**src/rtl/cpu_pkg.sv**
```systemverilog
// Shared CPU definitions: redirect select codes, fetch FSM state encoding and
// the default reset PC used by the fetch sequencer.
package cpu_pkg;

   // Redirect select codes driven by execute
   localparam logic [1:0] PCSEL_SEQ = 2'b00;
   localparam logic [1:0] PCSEL_BEQ = 2'b01;
   localparam logic [1:0] PCSEL_J   = 2'b10;
   localparam logic [1:0] PCSEL_JR  = 2'b11;

   // Fetch FSM state encoding; FS_IDLE is only occupied directly after reset
   typedef logic [1:0] fetch_state_t;
   localparam fetch_state_t FS_IDLE  = 2'd0;
   localparam fetch_state_t FS_REQ   = 2'd1;
   localparam fetch_state_t FS_WAIT  = 2'd2;
   localparam fetch_state_t FS_DELIV = 2'd3;

   localparam logic [31:0] CPU_RESET_PC = 32'h0000_3000;

endpackage : cpu_pkg

```
**src/rtl/pc_target_calc.sv**
```systemverilog
// Combinational redirect target calculator: turns the execute-stage redirect
// fields into a 32-bit target and a flag saying whether control flow changes.
module pc_target_calc
   import cpu_pkg::*;
(
   input  logic [1:0]  redir_sel_i,
   input  logic [31:0] redir_pc_i,
   input  logic [31:0] redir_imm_i,
   input  logic        redir_zero_i,
   input  logic [31:0] redir_base_i,
   output logic [31:0] target_o,
   output logic        taken_o
);

   logic [31:0] seq_pc;
   logic [31:0] beq_off;
   logic        unused_imm_hi;

   assign seq_pc        = redir_pc_i + 32'd4;
   assign beq_off       = {{14{redir_imm_i[15]}}, redir_imm_i[15:0], 2'b00};
   assign unused_imm_hi = ^redir_imm_i[31:26];

   // Select the target by redirect kind; untaken branches and seq fall through to pc+4
   always_comb begin
      target_o = seq_pc;
      taken_o  = 1'b0;
      case (redir_sel_i)
         PCSEL_BEQ: begin
            if (redir_zero_i) begin
               target_o = seq_pc + beq_off;
               taken_o  = 1'b1;
            end
         end
         PCSEL_J: begin
            target_o = {seq_pc[31:28], redir_imm_i[25:0], 2'b00};
            taken_o  = 1'b1;
         end
         PCSEL_JR: begin
            target_o = redir_base_i;
            taken_o  = 1'b1;
         end
         default: begin
            target_o = seq_pc;
            taken_o  = 1'b0;
         end
      endcase
   end

endmodule : pc_target_calc

```
**src/rtl/fetch_seq.sv**
```systemverilog
// Instruction-fetch sequencer: owns the PC, issues one imem request at a time,
// hands instructions to decode and applies execute redirects, dropping any
// wrong-path response. Optional performance counters are built when the
// FETCH_PERF_EN macro is defined; otherwise perf_* are tied to zero.
module fetch_seq
   import cpu_pkg::*;
#(
   parameter logic [31:0] RESET_PC = CPU_RESET_PC,
   parameter int          AW       = 32
) (
   input  logic          clk,
   input  logic          rst_n,
   output logic          imem_req,
   output logic [AW-1:0] imem_addr,
   input  logic          imem_gnt,
   input  logic          imem_rvalid,
   input  logic [31:0]   imem_rdata,
   output logic          inst_valid,
   input  logic          inst_ready,
   output logic [31:0]   inst_word,
   output logic [AW-1:0] inst_pc,
   input  logic          redir_valid,
   input  logic [1:0]    redir_sel,
   input  logic [AW-1:0] redir_pc,
   input  logic [31:0]   redir_imm,
   input  logic          redir_zero,
   input  logic [AW-1:0] redir_base,
   output logic [31:0]   perf_fetch,
   output logic [31:0]   perf_flush
);

   fetch_state_t  state_q, state_d;
   logic [AW-1:0] pc_q, pc_d;
   logic [AW-1:0] pend_pc_q, pend_pc_d;
   logic          pend_q, pend_d;
   logic          kill_q, kill_d;
   logic [31:0]   word_q, word_d;
   logic [AW-1:0] ipc_q, ipc_d;
   logic          fetch_inc;
   logic          flush_inc;

   logic [AW-1:0] redir_tgt;
   logic          redir_taken;
   logic          redir_eff;

   pc_target_calc u_pc_target_calc (
      .redir_sel_i  (redir_sel),
      .redir_pc_i   (redir_pc),
      .redir_imm_i  (redir_imm),
      .redir_zero_i (redir_zero),
      .redir_base_i (redir_base),
      .target_o     (redir_tgt),
      .taken_o      (redir_taken)
   );

   assign redir_eff  = redir_valid && redir_taken;

   assign imem_req   = (state_q == FS_REQ);
   assign imem_addr  = pc_q;
   assign inst_valid = (state_q == FS_DELIV);
   assign inst_word  = word_q;
   assign inst_pc    = ipc_q;

   // Next-state logic for the fetch FSM, pending-redirect slot and kill flag
   always_comb begin
      state_d   = state_q;
      pc_d      = pc_q;
      pend_d    = pend_q;
      pend_pc_d = pend_pc_q;
      kill_d    = kill_q;
      word_d    = word_q;
      ipc_d     = ipc_q;
      fetch_inc = 1'b0;
      flush_inc = 1'b0;
      case (state_q)
         FS_IDLE: begin
            state_d = FS_REQ;
            if (redir_eff) pc_d = redir_tgt;
         end
         FS_REQ: begin
            // The address must stay put until granted, so a redirect is parked
            // in the pending slot and the granted fetch is marked for discard.
            if (redir_eff) begin
               pend_d    = 1'b1;
               pend_pc_d = redir_tgt;
            end
            if (imem_gnt) begin
               state_d = FS_WAIT;
               kill_d  = pend_q || redir_eff;
            end
         end
         FS_WAIT: begin
            if (redir_eff) begin
               if (imem_rvalid) begin
                  state_d   = FS_REQ;
                  pc_d      = redir_tgt;
                  pend_d    = 1'b0;
                  kill_d    = 1'b0;
                  flush_inc = 1'b1;
               end else begin
                  kill_d    = 1'b1;
                  pend_d    = 1'b1;
                  pend_pc_d = redir_tgt;
               end
            end else if (imem_rvalid) begin
               if (kill_q) begin
                  state_d   = FS_REQ;
                  pc_d      = pend_pc_q;
                  pend_d    = 1'b0;
                  kill_d    = 1'b0;
                  flush_inc = 1'b1;
               end else begin
                  state_d = FS_DELIV;
                  word_d  = imem_rdata;
                  ipc_d   = pc_q;
               end
            end
         end
         FS_DELIV: begin
            // A redirect wins over a simultaneous transfer
            if (redir_eff) begin
               state_d   = FS_REQ;
               pc_d      = redir_tgt;
               flush_inc = 1'b1;
            end else if (inst_ready) begin
               state_d   = FS_REQ;
               pc_d      = pc_q + 32'd4;
               fetch_inc = 1'b1;
            end
         end
         default: state_d = FS_IDLE;
      endcase
   end

   // Fetch state registers with asynchronous reset
   always_ff @(posedge clk or negedge rst_n) begin
      if (!rst_n) begin
         state_q   <= FS_IDLE;
         pc_q      <= RESET_PC;
         pend_q    <= 1'b0;
         pend_pc_q <= '0;
         kill_q    <= 1'b0;
         word_q    <= '0;
         ipc_q     <= '0;
      end else begin
         state_q   <= state_d;
         pc_q      <= pc_d;
         pend_q    <= pend_d;
         pend_pc_q <= pend_pc_d;
         kill_q    <= kill_d;
         word_q    <= word_d;
         ipc_q     <= ipc_d;
      end
   end

`ifdef FETCH_PERF_EN
   logic [31:0] perf_fetch_q;
   logic [31:0] perf_flush_q;

   // Delivered / discarded fetch counters, free-running with wrap
   always_ff @(posedge clk or negedge rst_n) begin
      if (!rst_n) begin
         perf_fetch_q <= '0;
         perf_flush_q <= '0;
      end else begin
         if (fetch_inc) perf_fetch_q <= perf_fetch_q + 32'd1;
         if (flush_inc) perf_flush_q <= perf_flush_q + 32'd1;
      end
   end

   assign perf_fetch = perf_fetch_q;
   assign perf_flush = perf_flush_q;
`else
   logic unused_perf;
   assign unused_perf = fetch_inc ^ flush_inc;
   assign perf_fetch  = '0;
   assign perf_flush  = '0;
`endif

endmodule : fetch_seq

```
**config.mk**
```make
export PLATFORM = sky130hd
export DESIGN_NAME = fetch_seq
export DESIGN_NICKNAME = d
export VERILOG_FILES = /design/src/rtl/cpu_pkg.sv /design/src/rtl/pc_target_calc.sv /design/src/rtl/fetch_seq.sv
export SDC_FILE = /design/constraint.sdc
export NUM_CORES = 1
export LEC_CHECK = 0
export CAP_MARGIN = 25
export CORE_MARGIN = 2
export CORE_UTILIZATION = 35
export DETAILED_ROUTE_END_ITERATION = 6
export GPL_TIMING_DRIVEN = 0
export MAX_ROUTING_LAYER = met4
export SLEW_MARGIN = 20
export SYNTH_ARGS = -nofsm -noshare
export SYNTH_HDL_FRONTEND = slang
export SYNTH_SLANG_ARGS = --single-unit
```
**constraint.sdc**
```tcl
create_clock -name clk -period 2.74 [get_ports clk]
set_input_delay 0.548 -clock clk [delete_from_list [all_inputs] [get_ports clk]]
set_output_delay 0.548 -clock clk [all_outputs]
set_load 0.005 [all_outputs]
```
* After elaboration in Yosys (flattened, before gate mapping)
Cells that the tools add are included.
** Word-level totals
- Flip-flop bits (word level) :: 132
- Input bits :: 137
- Output and inout bits :: 162
** Operators by class
- Muxes and demuxes :: 33
- Add/sub/neg operators :: 3
- Bitwise gates (word level) :: 2
- Equal/unequal tests :: 15
- Reduce and logical (&&, ||, !) cells :: 12
** Operator list (count)
- $mux W32 :: 10
- $pmux W32 S3 :: 2
- $add A32 B3 Y32 const B :: 2
- $pmux W32 S2 :: 1
- $add A32 B32 Y32 :: 1
- $mux W2 :: 7
- $reduce_and A4 Y1 :: 3
- $mux W1 :: 9
- $eq A2 B2 Y1 const B :: 4
- $ne A2 B2 Y1 const B :: 4
- $pmux W2 S4 :: 1
- $ne A3 B3 Y1 const B :: 2
- $pmux W1 S2 :: 3
- $reduce_and A3 Y1 :: 2
- $reduce_and A5 Y1 :: 1
- $eq A2 B1 Y1 const B :: 2
- $ne A2 B1 Y1 const B :: 2
- $ne A3 B1 Y1 const B :: 1
- $reduce_bool A3 Y1 :: 1
- $logic_not A2 Y1 :: 1
- $not A1 Y1 :: 2
- $reduce_bool A2 Y1 :: 1
- $reduce_or A2 Y1 :: 1
- $logic_and A1 B1 Y1 :: 1
- $logic_or A1 B1 Y1 :: 1

* Logic depth before layout (Yosys ltp)
Gate-level depths: netlist of the first run.
- Depth in word-level cells :: 7
- Mapped depth :: 16
- Depth with buffers taken out :: 16

* Cells and area by module
Synthesis of the first run repeated with hierarchy kept, for this count alone.
** Second synthesis, totals
- Cell total of the unflattened synthesis :: 1052
- Area, all modules :: 9875.7 um2
** By module, submodules not included
- fetch_seq :: cells each 610, area each 6811.5 um2, times used 1
- pc_target_calc :: cells each 442, area each 3064.2 um2, times used 1

* Least setup slack after synthesis of the first run
No wires, ideal clock.
- Path type :: input to register
- Start :: in redir_pc[6]
- End :: reg pc_q[31], in the netlist imem_addr[31]
- Cell stages on the path :: 16
- Required time :: 2.614 ns
- Arrival time :: 3.733 ns
- Setup slack :: -1.119 ns
- Library setup time :: 0.126 ns
- Buffers on the path :: 2
- Cell sequence :: clkbuf_1 nand4_1 nor3_2 nand3_1 xnor2_1 ha_1 buf_6 a211oi_2 o21ai_1 a21o_1 a21o_1 a221o_1 a311o_1 a2111oi_2 nand4b_1 a31oi_1
** On the way
- Longest elaborated chain between the ends :: 7
** Ends and longest elaborated chain
- start: declaration :: RTL line fetch_seq.sv:24 : input logic [AW-1:0] redir_pc,
- $add A32 B3 Y32 * :: RTL line pc_target_calc.sv:19 : assign seq_pc = redir_pc_i + 32'd4;
- $add A32 B32 Y32 :: RTL line pc_target_calc.sv:30 : target_o = seq_pc + beq_off;
- $mux W32 :: RTL line pc_target_calc.sv:29 : if (redir_zero_i) begin
- $pmux W32 S3 * :: RTL line pc_target_calc.sv:27 : case (redir_sel_i)
- $mux W32 :: RTL line fetch_seq.sv:94 : if (imem_rvalid) begin
- $mux W32 :: RTL line fetch_seq.sv:93 : if (redir_eff) begin
- $pmux W32 S3 * :: RTL line fetch_seq.sv:75 : case (state_q)
- end signal: assignment :: RTL line fetch_seq.sv:147 : pc_q <= pc_d;
- end: declaration :: RTL line fetch_seq.sv:33 : logic [AW-1:0] pc_q, pc_d;
Mark *: on every way between the ends. The rest lies on a longest branch, timed or not. The select of a mux whose other input is x is not followed.
A chain may end at the register's enable or synchronous reset.

* Worst setup path after layout of the first run
- Start :: in redir_pc[16]
- End :: reg pc_q[31], in the netlist imem_addr[31]
Same word-level chain as after synthesis.

==> reports/metrics.cfg, run 1 <==
[global_route]
antenna_found_initial=0
grt_max_degree=79
grt-ovfl-total=0
grt_usage_pct=25.4
grt_pass1_vias=10200
grt_pass1_wl_microns=59700

[routing]
viasPerCell=5.50
dr.pass1.iters=7
drcViolationCount=3
drt-wirelength-per-cell_microns=20.0
num_vias=11000
drt-initial-drc-count=898
ant_nets=0
routed_wl_microns=40100

[min_path]
holdCritPathClass=input pin to asynchronous set/reset pin

[synth]
netlist_area_sq_mm=0.0105
synth_top_area_cell=dfrtp_1
synth_edf_count=0
synth_seq_area_share_pct=31.3
syn_area_per_cell_sq_um=8.61
yosys_warnings=0
synthFlopType=dfrtp_1
synth_cells=1225
yosys-top-cells-area=dfrtp_1 (31%), mux2_2 (7.3%), nand2_1 (4.9%)
ys_types=86
yosysMostFrequentCell=nand2_1
yosys-top-cells-count=nand2_1 (138), dfrtp_1 (130), nor2_1 (92), o21ai_0 (87), a21oi_1 (79)
synthArstFlopShare_pct=100
synth_top_area_share_pct=30.8
synth.ff_latch_count=132

[clock_tree]
cts_buffers=17
cts_tree=yes
clk_pin_slew_ps=60
clock_sinks=132
cts_buffer_depth=2
cts_max_level=4
cts_root_buf=clkbuf_16
clkLatencyLatePin_ps=430

[die]
num_rows=63
die_y_microns=178
die_area_sq_mm=0.0315
design.core.area_sq_mm=0.0296
start_util_pct=35.6
ios=299
die_x_microns=178

[timing]
fin_worst_skew_ps=18.9
tightest_slew_ps=928
rsz0062_at_grt=true
setup_viol_count_final=43
tns_ps=-18820
fmax_mhz=278
worst_slack_ps=-854
fin_crit_sh_pct=131
maxSlewViolCount=0
fin_crit_ps=3590
hold_viol=0
maxSlewHeadroom_pct=37.9

[placed_design]
gp_congestion=0.939
place_hpwl_microns=30500
port_buffers=225
post-place-ws_ps=-2340

[power_and_ir_drop]
pwr-share-clk_pct=19.8
swShare_pct=39.3
p_per_area_mw_per_mm2=811
pwr-share-seq_pct=27.8
p_int_w=0.00793
comb_power_share_pct=52.4
vdd_ir_drop_max_mv=0.544
p_sw_w=0.00514
finalPower_w=0.0131
power.leakage_nw=7.05

[cells_and_area]
syn_to_final_growth_pct=52.8
post-route-util_pct=54.4
layout-drive-gt1-share_pct=31.8
antenna_cells=0
num-fill-cells=2717
nets=1781

[worst_setup_path]
rr_worst_depth=10
worstPathArrival_ps=3900
critical_path.endpoint_type=flop
crit_type=input pin to flop
critPathSlowestCell=a311o_1
critical_path.max_fanout=5
crit_end=imem_addr[31]$_DFFE_PN0P_
critPathLaunchType=input pin
crit_required_ps=3050
cp-startpoint=redir_pc[16]
r2r-end=imem_addr[30]$_DFFE_PN0P_
rrSetupSlack_ps=-140
max_stage_delay_ps=420
crit_chain=buf_8 > nand4_1 > buf_4 > nor2_2 > and3_4 > nand3_4 > xnor2_4 > ha_4 > a211oi_2 > o21ai_1 > a21o_1 > a21o_1 > a221o_1 > a311o_1 > a2111oi_2 > nand4b_1 > a31oi_1
rr_startpoint=imem_addr[2]$_DFFE_PN0P_
path_common_cell=a21o_1

[status]
status=finished, violations left
violations=design-rule violations, negative setup slack

[job]
max_cap_viol_count=0

-- worst max-delay path: cells and delay by family --
| kind | cells | cell delay (ps) |
|---|---|---|
| XOR/XNOR | 1 | 220 |
| AO/OA/AOI/OAI | 8 | 1800 |
| AND/OR/NAND/NOR | 5 | 770 |
| buffers and inverters | 2 | 300 |
| adder cells (fa/ha/maj) | 1 | 250 |
-- how the worst min path moves through the flow --
stage / slack [ps] / cells after the start / endpoint / from
after floorplan: 250 / 0 / imem_addr[0]$_DFFE_PN0P_ / rst_n
after global placement: 450 / 2 / pend_pc_q[15]$_DFFE_PN0P_ / pend_pc_q[15]$_DFFE_PN0P_
after detailed placement: 460 / 2 / pend_pc_q[7]$_DFFE_PN0P_ / pend_pc_q[7]$_DFFE_PN0P_
after CTS: 60 / 1 / inst_word[28]$_DFFE_PN0P_ / rst_n
after global routing: 70 / 1 / inst_word[28]$_DFFE_PN0P_ / rst_n
final: 50 / 1 / inst_word[28]$_DFFE_PN0P_ / rst_n
-- state kept, by name, indices dropped and copies added, names as in the netlist --
register	count
imem_addr	32
state_q	2
pend_pc_q	32
inst_pc	32
inst_word	32
pend_q	1
kill_q	1
-- timing repair --
action                     4_1_cts  5_1_grt
buffers inserted                38       36
hold buffers                     0        0
setup endpoints to repair      131       81
pin swaps                       46       72
resized for setup              231      129
-- placed cells by master, fill, tap and decap left out, drive strengths merged, types with 21 or more instances in the layout --
master,Yosys,final
a21o,22,22
a21oi,79,79
and3,21,21
buf,85,172
clkbuf,41,63
clkdlybuf4s50,0,197
conb,1,64
dfrtp,130,130
ha,40,40
inv,30,32
mux2,68,68
mux2i,29,29
nand2,138,138
nand3,37,37
nor2,95,95
o21ai,97,97
xnor2,37,37
xor2,30,30
-- logic make-up after synthesis --
family	share of synthesized area, %
xor+xnor	5.64
compound gates	21.7
mux	10.0
buf+inv	8.65
fa+ha+maj	4.94
flops	31.3
other cells	0.0356
simple gates	17.7
-- final cells by class --
| class | count | area (sq um) | area share [%] |
|---|---|---|---|
| tap | 390 | 488 | 3.03 |
| timing repair buffer | 299 | 2860 | 17.7 |
| sequential | 132 | 3310 | 20.5 |
| clock inverter | 13 | 231 | 1.44 |
| multi-input combinational | 999 | 7840 | 48.6 |
| clock buffer | 17 | 425 | 2.64 |
| inverter | 31 | 118 | 0.730 |
| buffer | 123 | 855 | 5.30 |
-- per-stage QoR --
stage	hold slack [ps]	std cells	instance area [sq um]
2_1_floorplan	252	1288	11100
3_3_place_gp	452	1903	13900
3_5_place_dp	458	1904	13900
4_1_cts	55.2	1969	15400
5_1_grt	72.6	2004	16100
6_report	49.7	2004	16100
-- power by group through the flow --
stage | clock, W | combinational, W | sequential (W)
2_1_floorplan | 0 | 0.00344 | 0.00350
3_3_place_gp | 0 | 0.00619 | 0.00362
3_5_place_dp | 0 | 0.00623 | 0.00366
4_1_cts | 0.00263 | 0.00647 | 0.00362
5_1_grt | 0.00272 | 0.00738 | 0.00375
6_report | 0.00260 | 0.00685 | 0.00363
-- routing by layer --
layer  wire length, microns  up-vias  global-route usage (%)
met3                   3150       84                    3.68
met2                  18700      544                    40.2
met4                   1120        0                    9.22
met1                  17200     5296                    33.0
met5                      0        -                       -
li1                       -     5101                       -
Power figures use the tool's default switching activity.
==> run 2: changes to the inputs <==
==> constraint.sdc (replaced) <==
create_clock -name clk -period 3.4 [get_ports clk]
set_input_delay 0.68 -clock clk [delete_from_list [all_inputs] [get_ports clk]]
set_output_delay 0.68 -clock clk [all_outputs]
set_load 0.005 [all_outputs]
==> run 2 against run 1 <==
The run ends with negative setup slack left. Largest power group unchanged. Global-route usage fell by 0.28 points. Wire length fell by 0.54%. Combinational power fell by 21%. Critical endpoint unchanged. Worst setup slack improved by 560 ps. Register-to-register slack improved by 170 ps. Critical path type unchanged.
==> reports/metrics.cfg, run 2 (synthesized netlist as in run 1, its figures left out) <==
[status]
status=finished, violations left  ; unchanged
violations=negative setup slack  ; was design-rule violations, negative setup slack

[timing]
fmax_mhz=271
tns_ps=-2700  ; was -18820 ps
worst_slack_ps=-295  ; was -854 ps
fin_hold_ws_ps=148  ; was 49.7 ps
fin_worst_skew_ps=13.1  ; was 18.9 ps
tightest_slew_ps=966  ; was 928 ps
rsz0062_at_grt=true  ; unchanged
fin_crit_sh_pct=109
fin_crit_ps=3700
hold_viol=0  ; unchanged
setup_viol_count_final=28  ; was 43
maxSlewHeadroom_pct=35.6  ; was 37.9%
maxSlewViolCount=0  ; unchanged

[routing]
drt-initial-drc-count=1018  ; was 898
dr.pass1.iters=5  ; was 7
num_vias=10900  ; was 11.0k
routed_wl_microns=39900  ; was 40100 microns
drcViolationCount=0  ; was 3
viasPerCell=5.47  ; was 5.50
ant_nets=0  ; unchanged
drt-wirelength-per-cell_microns=19.9  ; was 20.0 microns

[power_and_ir_drop]
p_per_area_mw_per_mm2=646  ; was 811 mW/mm^2
vdd_ir_drop_max_mv=0.458  ; was 0.544 mV
power.leakage_nw=6.82  ; was 7.05 nW

[clock_tree]
cts_buffer_depth=2  ; unchanged
clk_pin_slew_ps=60  ; about the same
cts_buffers=17  ; unchanged
cts_root_buf=clkbuf_16  ; unchanged
clkLatencyLatePin_ps=430  ; about the same
cts_max_level=4  ; unchanged
clock_sinks=132  ; unchanged
cts_tree=yes  ; unchanged

[cells_and_area]
syn_to_final_growth_pct=47.8  ; was 52.8%
nets=1777  ; was 1781
layout_commonest_cell=clkdlybuf4s50_1  ; unchanged
layout-drive-gt1-share_pct=27.6  ; was 31.8%
antenna_cells=0  ; unchanged
finalNonFillerCells=2002  ; was 2004
mostFrequentLayoutCells=clkdlybuf4s50_1 (199), buf_4 (134), nand2_1 (131)  ; was clkdlybuf4s50_1 (197), buf_4 (135), dfrtp_1 (130)

[worst_setup_path]
worstPathArrival_ps=4000  ; was 3900 ps
max_stage_delay_ps=340  ; was 420 ps
critical_path.endpoint_type=flop  ; unchanged
crit_required_ps=3710  ; was 3050 ps
critical_path.max_fanout=5  ; unchanged
crit_chain=buf_2 > nand4_1 > nor3_4 > buf_6 > buf_6 > nand4_4 > nor2_4 > xor2_2 > ha_4 > nor2b_4 > a21o_1 > a21o_1 > a221o_1 > a311o_1 > a2111oi_2 > nand4b_1 > a31oi_1  ; was buf_8 > nand4_1 > buf_4 > nor2_2 > and3_4 > nand3_4 > xnor2_4 > ha_4 > a211oi_2 > o21ai_1 > a21o_1 > a21o_1 > a221o_1 > a311o_1 > a2111oi_2 > nand4b_1 > a31oi_1
critPathSlowestCell=a311o_1  ; unchanged
critPathLaunchType=input pin  ; unchanged
crit_type=input pin to flop  ; unchanged

[die]
design.core.area_sq_mm=0.0296  ; unchanged
start_util_pct=35.6  ; unchanged
ios=299  ; unchanged
die_area_sq_mm=0.0315  ; unchanged
num_rows=63  ; unchanged
die_y_microns=178  ; unchanged
die_x_microns=178  ; unchanged

[global_route]
antenna_found_initial=0  ; unchanged
grt_pass1_wl_microns=58800  ; was 59700 microns
grt_pass1_vias=10000  ; was 10.2k
grt_max_degree=87  ; was 79
grt_usage_pct=25.1  ; was 25.4%
grt-ovfl-total=0  ; unchanged

[placed_design]
gp_congestion=0.958  ; was 0.939
place_hpwl_microns=30300  ; was 30500 microns
port_buffers=225  ; unchanged
placed_cells=1904  ; unchanged

[min_path]
holdCritPathClass=input pin to asynchronous set/reset pin  ; unchanged

[job]
max_cap_viol_count=0  ; unchanged

-- run 2: worst paths after layout --
path,start,to,slack [ps],cells past startpoint
worst max-delay path,redir_pc[8],imem_addr[31]$_DFFE_PN0P_,-300,17
min in group clk,pend_pc_q[15]$_DFFE_PN0P_,pend_pc_q[15]$_DFFE_PN0P_,470,2
worst min-delay path,rst_n,inst_word[27]$_DFFE_PN0P_,150,1
max in group asynchronous,rst_n,inst_word[3]$_DFFE_PN0P_,2480,2
worst max register to register,state_q[0]$_DFFE_PN0P_,imem_addr[7]$_DFFE_PN0P_,30,9
worst min register to register,pend_pc_q[15]$_DFFE_PN0P_,pend_pc_q[15]$_DFFE_PN0P_,470,2
-- run 2: per-layer routing --
metal | global-route usage, % | vias up | part of all wire [%]
met5 | - | - | 0
met4 | 9.87 | 0 | 3.0
met3 | 3.49 | 91 | 8.4
met2 | 38.8 | 564 | 46
met1 | 33.2 | 5183 | 43
li1 | - | 5104 | -
-- run 2: power breakdown --
group,internal (W),switching (W),leakage [nW]
sequential,0.00231,0.000591,1.67
clock,0.00101,0.000767,0.267
combinational,0.00260,0.00280,4.88
total,0.00591,0.00416,6.82
-- run 2: area by class of cell --
type                            instances  area [sq um]
Buffer                                123           790
Clock buffer                           18           429
Clock inverter                         14           129
Fill cell                            2765         14100
Inverter                               31           120
Multi-Input combinational cell        999          7560
Sequential cell                       132          3310
Tap cell                              390           488
Timing Repair Buffer                  295          2770
-- run 2: worst max-delay path: cells and delay by family --
kind | cells | cell delay, ps
simple gates | 6 | 1040
fa+ha+maj | 1 | 230
compound gates | 6 | 1400
xor+xnor | 1 | 210
buf+inv | 3 | 410
-- run 2: timing repair --
item	4_1_cts	5_1_grt
resized for setup	184	87
gates cloned	0	0
buffers inserted	48	21
hold buffers	0	0
pin swaps	52	56
setup endpoints to repair	108	45
-- run 2: stage by stage --
step	utilization, %	instance area (sq um)	setup WS [ps]	total power [W]
CTS	50.6	15000	-323	0.00984
global placement	46.0	13600	-3930	0.00784
finish	52.6	15600	-295	0.0101
global route	52.6	15600	-484	0.0107
floorplan	-	10900	-438	0.00553
detailed placement	46.1	13700	-1810	0.00789
